File: src/rtl/fetch_packet_splitter_pkg.sv
// Shared fetch/decode constants: instruction and fetch-packet widths plus splitter state encodings.
package fetch_packet_splitter_pkg;

  localparam int INSTR_WIDTH = 32;
  localparam int FETCH_WIDTH = 64;

  typedef enum logic [1:0] {
    ST_EMPTY = 2'd0,
    ST_SLOT0 = 2'd1,
    ST_SLOT1 = 2'd2
  } state_t;

endpackage

File: src/rtl/fetch_packet_splitter.sv
// Splits 64-bit fetch packets into per-instruction valid/ready beats with PC and fault flag.
// Optional combinational forwarding from the EMPTY state: define FETCH_SPLITTER_BYPASS_EN.
module fetch_packet_splitter
  import fetch_packet_splitter_pkg::*;
#(
  parameter int PC_WIDTH = 64
) (
  input  logic                   clk,
  input  logic                   rst,
  input  logic                   flush,
  input  logic [PC_WIDTH-1:0]    f_pc,
  input  logic [FETCH_WIDTH-1:0] f_instr,
  input  logic                   f_page_fault,
  input  logic                   f_valid,
  output logic                   f_ready,
  output logic [PC_WIDTH-1:0]    d_pc,
  output logic [INSTR_WIDTH-1:0] d_instr,
  output logic                   d_page_fault,
  output logic                   d_valid,
  input  logic                   d_ready
);

  state_t                 r_state;
  state_t                 w_state_next;
  logic [PC_WIDTH-1:3]    r_pc_hi;
  logic [FETCH_WIDTH-1:0] r_word;
  logic                   r_fault;

  logic w_last_slot;
  logic w_f_ready;
  logic w_accept;
  logic w_d_valid;
  logic w_d_fire;
  logic w_slot;
  logic w_unused;

  // Low PC bits only address bytes inside a slot.
  assign w_unused = &{1'b0, f_pc[1:0]};

  // A faulted packet ends at its start slot, so SLOT0 is final when the held fault is set.
  assign w_last_slot = (r_state == ST_SLOT1) || ((r_state == ST_SLOT0) && r_fault);
  assign w_f_ready   = !flush && ((r_state == ST_EMPTY) || (w_last_slot && d_ready));
  assign w_accept    = f_valid && w_f_ready;

`ifdef FETCH_SPLITTER_BYPASS_EN
  assign w_d_valid = (r_state == ST_EMPTY) ? (f_valid && !flush) : 1'b1;
`else
  assign w_d_valid = (r_state != ST_EMPTY);
`endif
  assign w_d_fire = w_d_valid && d_ready;

  always_ff @(posedge clk) begin
    if (rst) begin
      r_state <= ST_EMPTY;
    end else begin
      r_state <= w_state_next;
    end
  end

  always_comb begin
    w_state_next = r_state;
    if (flush) begin
      w_state_next = ST_EMPTY;
    end else if (w_accept) begin
      w_state_next = f_pc[2] ? ST_SLOT1 : ST_SLOT0;
`ifdef FETCH_SPLITTER_BYPASS_EN
      // Start slot consumed straight from the inputs; only an unfaulted slot1 remains.
      if ((r_state == ST_EMPTY) && d_ready) begin
        w_state_next = (f_pc[2] || f_page_fault) ? ST_EMPTY : ST_SLOT1;
      end
`endif
    end else if (w_d_fire) begin
      w_state_next = ((r_state == ST_SLOT0) && !r_fault) ? ST_SLOT1 : ST_EMPTY;
    end
  end

  always_ff @(posedge clk) begin
    if (rst) begin
      r_pc_hi <= '0;
      r_word  <= '0;
      r_fault <= 1'b0;
    end else if (w_accept) begin
      r_pc_hi <= f_pc[PC_WIDTH-1:3];
      r_word  <= f_instr;
      r_fault <= f_page_fault;
    end
  end

  always_comb begin
    w_slot       = (r_state == ST_SLOT1);
    d_pc         = {r_pc_hi, w_slot, 2'b00};
    d_instr      = w_slot ? r_word[63:32] : r_word[31:0];
    d_page_fault = r_fault;
`ifdef FETCH_SPLITTER_BYPASS_EN
    if (r_state == ST_EMPTY) begin
      d_pc         = {f_pc[PC_WIDTH-1:2], 2'b00};
      d_instr      = f_pc[2] ? f_instr[63:32] : f_instr[31:0];
      d_page_fault = f_page_fault;
    end
`endif
    d_valid = w_d_valid;
    f_ready = w_f_ready;
  end

endmodule
File: config.mk
export PLATFORM = sky130hd
export DESIGN_NAME = fetch_packet_splitter
export DESIGN_NICKNAME = d
export VERILOG_FILES = /design/src/rtl/fetch_packet_splitter_pkg.sv /design/src/rtl/fetch_packet_splitter.sv
export SDC_FILE = /design/constraint.sdc
export NUM_CORES = 1
export LEC_CHECK = 0
export CORE_MARGIN = 2
export CORE_UTILIZATION = 48
export DETAILED_ROUTE_END_ITERATION = 8
export HOLD_SLACK_MARGIN = 0.15
export PLACE_DENSITY = 0.85
export SETUP_SLACK_MARGIN = 0.5
export SYNTH_ARGS = -nofsm -noshare
export SYNTH_HDL_FRONTEND = slang
export SYNTH_SLANG_ARGS = --single-unit
File: constraint.sdc
create_clock -name clk -period 2.75 [get_ports clk]
set_input_delay 0.275 -clock clk [delete_from_list [all_inputs] [get_ports clk]]
set_output_delay 0.275 -clock clk [all_outputs]
set_load 0.01 [all_outputs]
[Word level (Yosys, flattened, before mapping)]
Index checks and enable logic that the tools add are counted.
Storage, ports and cells
  flip-flop bits (word level): 128
  bits of input ports: 134
  output and inout port bits: 99
  word-level logic and storage cells: 25
Cells by class
  equality and inequality tests: 2
  mux-type cells: 5
  reductions and logical operators: 14
Operator list (count)
  two-way mux 32 bit: 1
  two-way mux 2 bit: 4
  logical AND 1 bit: 6
  nonzero test 2 bit: 2
  equality test 2 x 1 -> 1 bit (second input constant): 1
  equality test 2 bit (second input constant): 1
  zero test 1 bit: 2
  zero test 2 bit: 1
  logical OR 1 bit: 2
  OR reduction 2 bit: 1

[Logic depth before layout (Yosys ltp)]
Gate-level depths: netlist of run 1.
  depth in word-level cells: 8
  depth in mapped cells: 6
  mapped depth without buffers: 3

[Least setup slack after synthesis of run 1]
No wires, ideal clock.
  path type: reg-to-reg
  start: reg r_state[1]
  end: reg r_pc_hi[15] (netlist bit)
  setup time: 0.072 ns
  arrival: 1.484 ns
  required time: 2.678 ns
  slack: 1.194 ns
  stages on the path, launching flop included: 7
  buffers on the path: 3
  clock period less this slack: 1.556 ns
  path through: dfxtp_1 -> or2_1 -> a311oi_1 -> buf_4 -> buf_6 -> buf_6 -> mux2i_1
On the way
  longest elaborated chain between the ends: 7
  elaborated cells on any way between the ends: 9
  those cells by class: 2 x eq/ne; 7 x reduce/logical
Ends and longest elaborated chain
  start, declared: RTL line fetch_packet_splitter.sv:23  | state_t r_state;
  start signal, assigned: RTL line fetch_packet_splitter.sv:56  | r_state <= w_state_next;
  equality test 2 x 1 -> 1 bit: RTL line fetch_packet_splitter.sv:41  | assign w_last_slot = (r_state == ST_SLOT1) || ((r_state == ST_SLOT0) && r_fault);
  logical AND 1 bit: RTL line fetch_packet_splitter.sv:41
  logical OR 1 bit: RTL line fetch_packet_splitter.sv:41
  logical AND 1 bit: RTL line fetch_packet_splitter.sv:42  | assign w_f_ready = !flush && ((r_state == ST_EMPTY) || (w_last_slot && d_ready));
  logical OR 1 bit (*): RTL line fetch_packet_splitter.sv:42
  logical AND 1 bit (*): RTL line fetch_packet_splitter.sv:42
  logical AND 1 bit (*): RTL line fetch_packet_splitter.sv:43  | assign w_accept = f_valid && w_f_ready;
  end signal, assigned: RTL line fetch_packet_splitter.sv:83  | r_pc_hi <= f_pc[PC_WIDTH-1:3];
  end, declared: RTL line fetch_packet_splitter.sv:25  | logic [PC_WIDTH-1:3] r_pc_hi;
Every way passes the cells marked *; elsewhere a longest branch is shown, timed or not.
A chain may end at the register's enable or synchronous reset.

[Final worst setup path of run 1]
  start: reg r_state[0]
  end: out d_instr[0]
On the way
  longest elaborated chain between the ends: 2
Ends and longest elaborated chain
  equality test 2 bit: RTL line fetch_packet_splitter.sv:90  | w_slot = (r_state == ST_SLOT1);
  two-way mux 32 bit: RTL line fetch_packet_splitter.sv:92  | d_instr = w_slot ? r_word[63:32] : r_word[31:0];
  end, declared: RTL line fetch_packet_splitter.sv:17  | output logic [INSTR_WIDTH-1:0] d_instr,
Every way passes these cells.

==> qor.txt, run 1 <==
Outcome = finished clean
Delay-heaviest family, CP = buffers and inverters
CP bufs+invs = 4
Die height = 117.1 µm
First-pass GRT wire length = 23020 µm
Placer Congestion = 0.7585
Ranking of synthesized cells by area = dfxtp_1 42%, nand2b_1 26%, mux2i_1 21%
Static leakage = 4.013 nW
Pwr Total = 4.934 mW
Power Density = 531.3 nW/µm²
Vias per cell = 4.833
Hold path start = f_pc[59]
Average wire per cell in the routed design = 15.28 µm
Share of flip-flops with an asynchronous set or reset after synthesis = 0%
GRT overflow = 0
Worst rel slew slack = 55.72%
F_max = 449.7 MHz
TritonCTS buffer count = 17
Root buffer cell = clkbuf_16
Min-delay worst type = in -> reg
Die Span X = 117.1 µm
Fin crit period = 2.224 ns
Hpwl dp = 10600 µm
Routed WL = 15360 µm
CP endpoint kind = output port
CTS H-tree lvls = 4
Warnings from Yosys = 0
Largest net degree at the start of global routing = 95
CP Data Required Time = 2.48 ns
I/O Pins = 233
Total core area = 12570 µm²
Setup TNS = 0 ns
DR vias = 4857
Post-synth EDFFs = 0
Sequential share of the synthesized area = 41.76%
IO Port Bufs = 228
CTS clk-pin slew, worst paths = 0.05 ns
Top cell type's share of synthesized area = 41.76%
Clock sink total = 128
Tcrit/Tclk final = 80.87%
Antenna diode count = 0
DIE AREA = 13700 µm²
RSZ-0062 raised after global routing = true
Initial Utilization = 48.82%
Cts-stage hold buffer count = 0
Startpoint Class = register
Synth area leader = dfxtp_1
Area delta synth->final = 51.33%
Crit-path max cell delay = 0.36 ns
Final Hold Viols = 0
CP arrival = 1.95 ns
Worst VDD drop = 0.0004526 V
CTS tree = built
Most frequent cells after synthesis = 254 x nand2b_1, 128 x dfxtp_1, 126 x mux2i_1
Final #Nets = 955
CP Max Fanout = 13
Antenna-violating nets left = 0
Drt drc = 0
Synth Instances = 604
Layout cell share with drive strength beyond 1 = 9.724%
Initial DRC count = 191
Count leader, synth = nand2b_1
GRT Total Usage = 21.67%
Final Setup Violations = 0
MaxCap Viol Count = 0
Mapped cell area = 6136 µm²
Seq cells post-synth = 128
Initial antenna violation count = 0
Max-slew violation count = 0
Reg2reg start = r_state[0]
Number of global-route vias before repair = 4805
Crit path cell chain = nor2b_4 -> buf_12 -> buf_4 -> buf_4 -> mux2_2 -> dlymetal6s2s_1
Post-synth cell types = 21
Clk_lat worst skew = 0.41 ns
Maximum clock insertion buffer count = 2
Worst clock skew = 0.006168 ns
Drt pass-1 iters = 5
Ys flop type = dfxtp_1
Worst hold slack = 0.4336 ns
Post-Syn Area per Cell = 10.16 µm²
Tightest Pin Transition = 0.6643 ns
Final Util = 73.88%
CP most frequent cell = buf_4
Slowest CP cell = dfxtp_1
Crit path kind = reg -> out
Crit. Startpoint = r_state[0]
Row count = 41
[cell families (layout without fill, tap and decap cells)]
kind of cell,Yosys count,after routing,synth area share (%)
and+or+nand+nor,260,260,26.49
muxes,158,158,26.43
DFF,128,128,41.76
buffers and inverters,51,279,4.466
AOI/OAI and AO/OA,6,6,0.7955
other,1,2,0.06112
[layout make-up]
class / count / area (µm²)
sequential: 128 / 2564
clock buffer: 25 / 495.5
timing repair buffer: 246 / 2595
multi-input combinational: 426 / 3328
tap: 172 / 215.2
clock inverter: 6 / 80.08
inverter: 2 / 7.507
fill: 904 / 3283
[power by group]
part | switching (mW) | internal [mW] | leakage, nW
sequential | 0.0522 | 1.96 | 1.05
clock | 0.740 | 1.42 | 0.287
combinational | 0.281 | 0.485 | 2.68
[metrics by stage]
step	setup slack, ns	instance area [µm²]	std cells
global route	0.4150	9285	1005
global placement	0.6079	8513	962
detailed placement	0.5111	8513	962
finish	0.5261	9285	1005
floorplan	1.194	6140	605
CTS	0.3620	9089	993
[final timing paths]
| path | to | slack (ns) | cells past startpoint |
|---|---|---|---|
| min | r_pc_hi[59] | 0.43 | 3 |
| min reg2reg | r_word[33] | 0.47 | 2 |
| max reg2reg | r_pc_hi[19] | 0.87 | 4 |
| max | d_instr[0] | 0.53 | 6 |
[state kept, by name, indices dropped and copies added, names as in the netlist]
signal,flops
d_page_fault,1
r_pc_hi,61
r_word,64
r_state,2
[worst reg2reg max path: cells and delay by family, from the launching register on]
kind,cells,cell delay (ns)
AO/OA/AOI/OAI,1,0.44
multiplexers,1,0.32
flip-flops,1,0.36
AND/OR/NAND/NOR,1,0.30
buffers and inverters,1,0.39
[cells in the final DEF, fill, tap and decap left out, types with 2 or more instances in the layout]
cell,synthesis,final
buf_12,0,6
buf_4,13,11
bufinv_16,0,2
clkbuf_1,29,4
clkbuf_16,0,18
clkbuf_8,0,4
clkdlybuf4s50_1,0,195
clkinv_2,0,4
conb_1,1,2
dfxtp_1,128,127
dlymetal6s2s_1,0,32
inv_1,2,2
mux2_2,32,32
mux2i_1,126,126
nand2b_1,254,254
nand3b_1,2,2
[layer usage]
| layer | part of all wire [%] | track usage [%] | up-vias |
|---|---|---|---|
| li1 | - | - | 2395 |
| met1 | 39 | 22.71 | 2275 |
| met2 | 51 | 38.61 | 150 |
| met3 | 5.8 | 7.003 | 37 |
| met4 | 3.9 | 11.61 | 0 |
| met5 | 0 | 0 | - |
[repair_timing]
action / in CTS / in global routing
gates cloned: 0 / 2
resized for setup: 0 / 34
setup endpoints to repair: 32 / 32
setup buffers: 0 / 10
Power figures use the tool's default switching activity.
==> inputs of run 2 (changes only) <==
Settings changed: CORE_UTILIZATION 48 to 45, PLACE_DENSITY 0.85 to 0.81.
Clock period 2.75 ns to 2.15 ns, I/O delays scaled along.
==> run 2 against run 1 <==
- first-iteration DRC count is 10% higher
- sequential share of layout area fell by 2.7 points
- global-route usage rose by 3.3 points
- power is 38% higher
- register-to-register slack lost 0.68 ns
- final area up 11%
- largest cell class is now buffers
- largest power group unchanged
==> qor.txt, run 2 (same netlist as run 1, synthesis figures left out) <==
Outcome = finished clean
Final Hold Viols = 0 (unchanged)
Worst VDD drop = 0.0004738 V (+4.7%)
Fin area = 10300 µm² (+11%)
Worst reg2reg endpoint = r_pc_hi[25]
Hpwl dp = 10970 µm (+3.4%)
RSZ-0062 raised after global routing = true
First-pass GRT wire length = 28010 µm (+22%)
Initial antenna violation count = 0 (unchanged)
Vias per cell = 4.871 (+0.78%)
MaxCap Viol Count = 0 (unchanged)
Die Span X = 120.8 µm (+3.2%)
Commonest cells after routing, fill and taps aside = 254 x nand2b_1, 192 x clkdlybuf4s50_1, 126 x dfxtp_1
Final non-filler cell total = 1051 (+4.6%)
Maximum clock insertion buffer count = 2 (unchanged)
Antenna-violating nets left = 0 (unchanged)
Number of global-route vias before repair = 5515 (+15%)
Clk_lat worst skew = 0.42 ns (about the same)
Clock Power Share = 43.5% (-0.2 points)
F_max = 501.8 MHz
Tcrit/Tclk final = 92.69%
Startpoint Class = register
Combinational power share = 18.7% (+3.2 points)
Die height = 120.8 µm (+3.2%)
Final Setup Violations = 0 (unchanged)
CP arrival = 1.78 ns (-0.17 ns)
CP Data Required Time = 1.93 ns (-0.55 ns)
CP endpoint kind = output port
DR vias = 5119 (+5.4%)
Fin crit period = 1.993 ns
Drt drc = 0 (unchanged)
R2r worst-path depth = 9 (+5)
Crit path cell chain = nor2b_4 -> buf_6 -> buf_12 -> buf_16 -> mux2_4 -> buf_6
Drt pass-1 iters = 5 (unchanged)
IO Port Bufs = 228 (unchanged)
Average wire per cell in the routed design = 17.88 µm (+17%)
Sequential power share = 37.8% (-2.9 points)
Placed cells = 973 (+1.1%)
Top flop regs = r_word (64), r_pc_hi (61), r_state (2)
Sw frac = 22.79% (+1.0 points)
Routed WL = 18800 µm (+22%)
Power Density = 660.4 nW/µm² (+24%)
Layout cell share with drive strength beyond 1 = 17.94% (+8.2 points)
Root buffer cell = clkbuf_16
Clock sink total = 128 (unchanged)
Largest net degree at the start of global routing = 102 (+7.4%)
Total core area = 13300 µm² (+5.8%)
Hold Path End = r_word[5]
Initial DRC count = 211 (+10%)
CTS tree = built
CP most frequent cell = buf_6
CTS H-tree lvls = 4 (unchanged)
Static leakage = 4.038 nW (+0.64%)
Hold depth = 3 (unchanged)
Placer Congestion = 0.7801 (+2.8%)
CTS clk-pin slew, worst paths = 0.06 ns (about the same)
Setup TNS = 0 ns (unchanged)
Worst hold slack = 0.3646 ns (-0.06902 ns)
TritonCTS buffer count = 17 (unchanged)
Area delta synth->final = 67.90%
Commonest non-fill, non-tap cell in the layout = nand2b_1
Pint = 5.253 mW (+36%)
DIE AREA = 14590 µm² (+6.4%)
Worst R2R Setup Slack = 0.19 ns (-0.68 ns)
Reg2reg start = r_state[1]
Crit-path max cell delay = 0.33 ns (-0.03 ns)
Pwr Total = 6.803 mW (+38%)
CP Max Fanout = 8 (-5)
Worst clock skew = 0.008610 ns (+0.002442 ns)
Crit path kind = reg -> out
Max FFs per register = 64 (unchanged)
I/O Pins = 233 (unchanged)
Register bank with the most flops = r_word
GRT Total Usage = 24.97% (+3.3 points)
Final #Nets = 998 (+4.5%)
Delay-heaviest family, CP = buffers and inverters
Antenna diode count = 0 (unchanged)
Cell area after placement = 8583 µm² (+0.82%)
Hold path start = f_instr[5]
Slowest CP cell = dfxtp_2
Max-slew violation count = 0 (unchanged)
Initial Utilization = 46.15% (-2.7 points)
GRT overflow = 0 (unchanged)
Min-delay worst type = in -> reg
Net Switching = 1.551 mW (+44%)
Row count = 42 (+2.4%)
CP bufs+invs = 4 (unchanged)
[run 2: through the flow]
step | utilization, % | worst slack [ns]
4_1_cts | 75.80 | 0.1337
3_5_place_dp | 64.56 | 0.05927
6_report | 77.49 | 0.1571
5_1_grt | 77.49 | 0.09387
3_3_place_gp | 64.56 | 0.1347
2_1_floorplan | - | 0.5942
[run 2: power groups by stage]
stage | registers [mW] | logic (mW) | clock network [mW]
global route | 2.58 | 1.35 | 3.12
detailed placement | 2.62 | 0.995 | 0
CTS | 2.57 | 1.21 | 2.97
floorplan | 2.63 | 0.446 | 0
global placement | 2.61 | 0.968 | 0
finish | 2.57 | 1.27 | 2.96
[run 2: worst reg2reg max path: stages, from the launching register on]
cell and delay, ns:
dfxtp_2 0.32, buf_4 0.14, nand3b_1 0.26, a311oi_4 0.34, buf_6 0.18, buf_12 0.11
buf_12 0.11, buf_12 0.10, buf_16 0.11, mux2i_1 0.22
[run 2: cell type report]
class | instances | area, µm²
timing repair buffer | 289 | 3463
multi-input combinational | 426 | 3447
fill | 850 | 2993
sequential | 128 | 2567
clock buffer | 24 | 491.7
tap | 176 | 220.2
clock inverter | 6 | 105.1
inverter | 2 | 7.507
[run 2: worst max-delay path by stage]
stage,start,end,cells after the start
global placement,d_ready,r_word[3],6
floorplan,r_state[1],r_pc_hi[15],6
finish,r_state[1],d_instr[18],6
CTS,r_state[1],d_instr[13],6
global route,r_state[1],d_instr[18],6
detailed placement,d_ready,r_pc_hi[60],6
[run 2: routing by layer]
metal	up-vias	wire [µm]	global-route usage, %
li1	2482	-	-
met1	2421	7134	26.03
met2	178	10020	46.43
met3	38	1138	7.547
met4	0	506	9.956
met5	-	0	0
[run 2: repair_timing]
| item | CTS | global route |
|---|---|---|
| endpoints found under the hold margin | 0 | 0 |
| gates resized for setup | 191 | 21 |
| cloned | 17 | 4 |
| pin swaps | 1 | 2 |
| hold buffers | 0 | 0 |
| setup endpoints to repair | 139 | 162 |
| setup buffers | 20 | 7 |
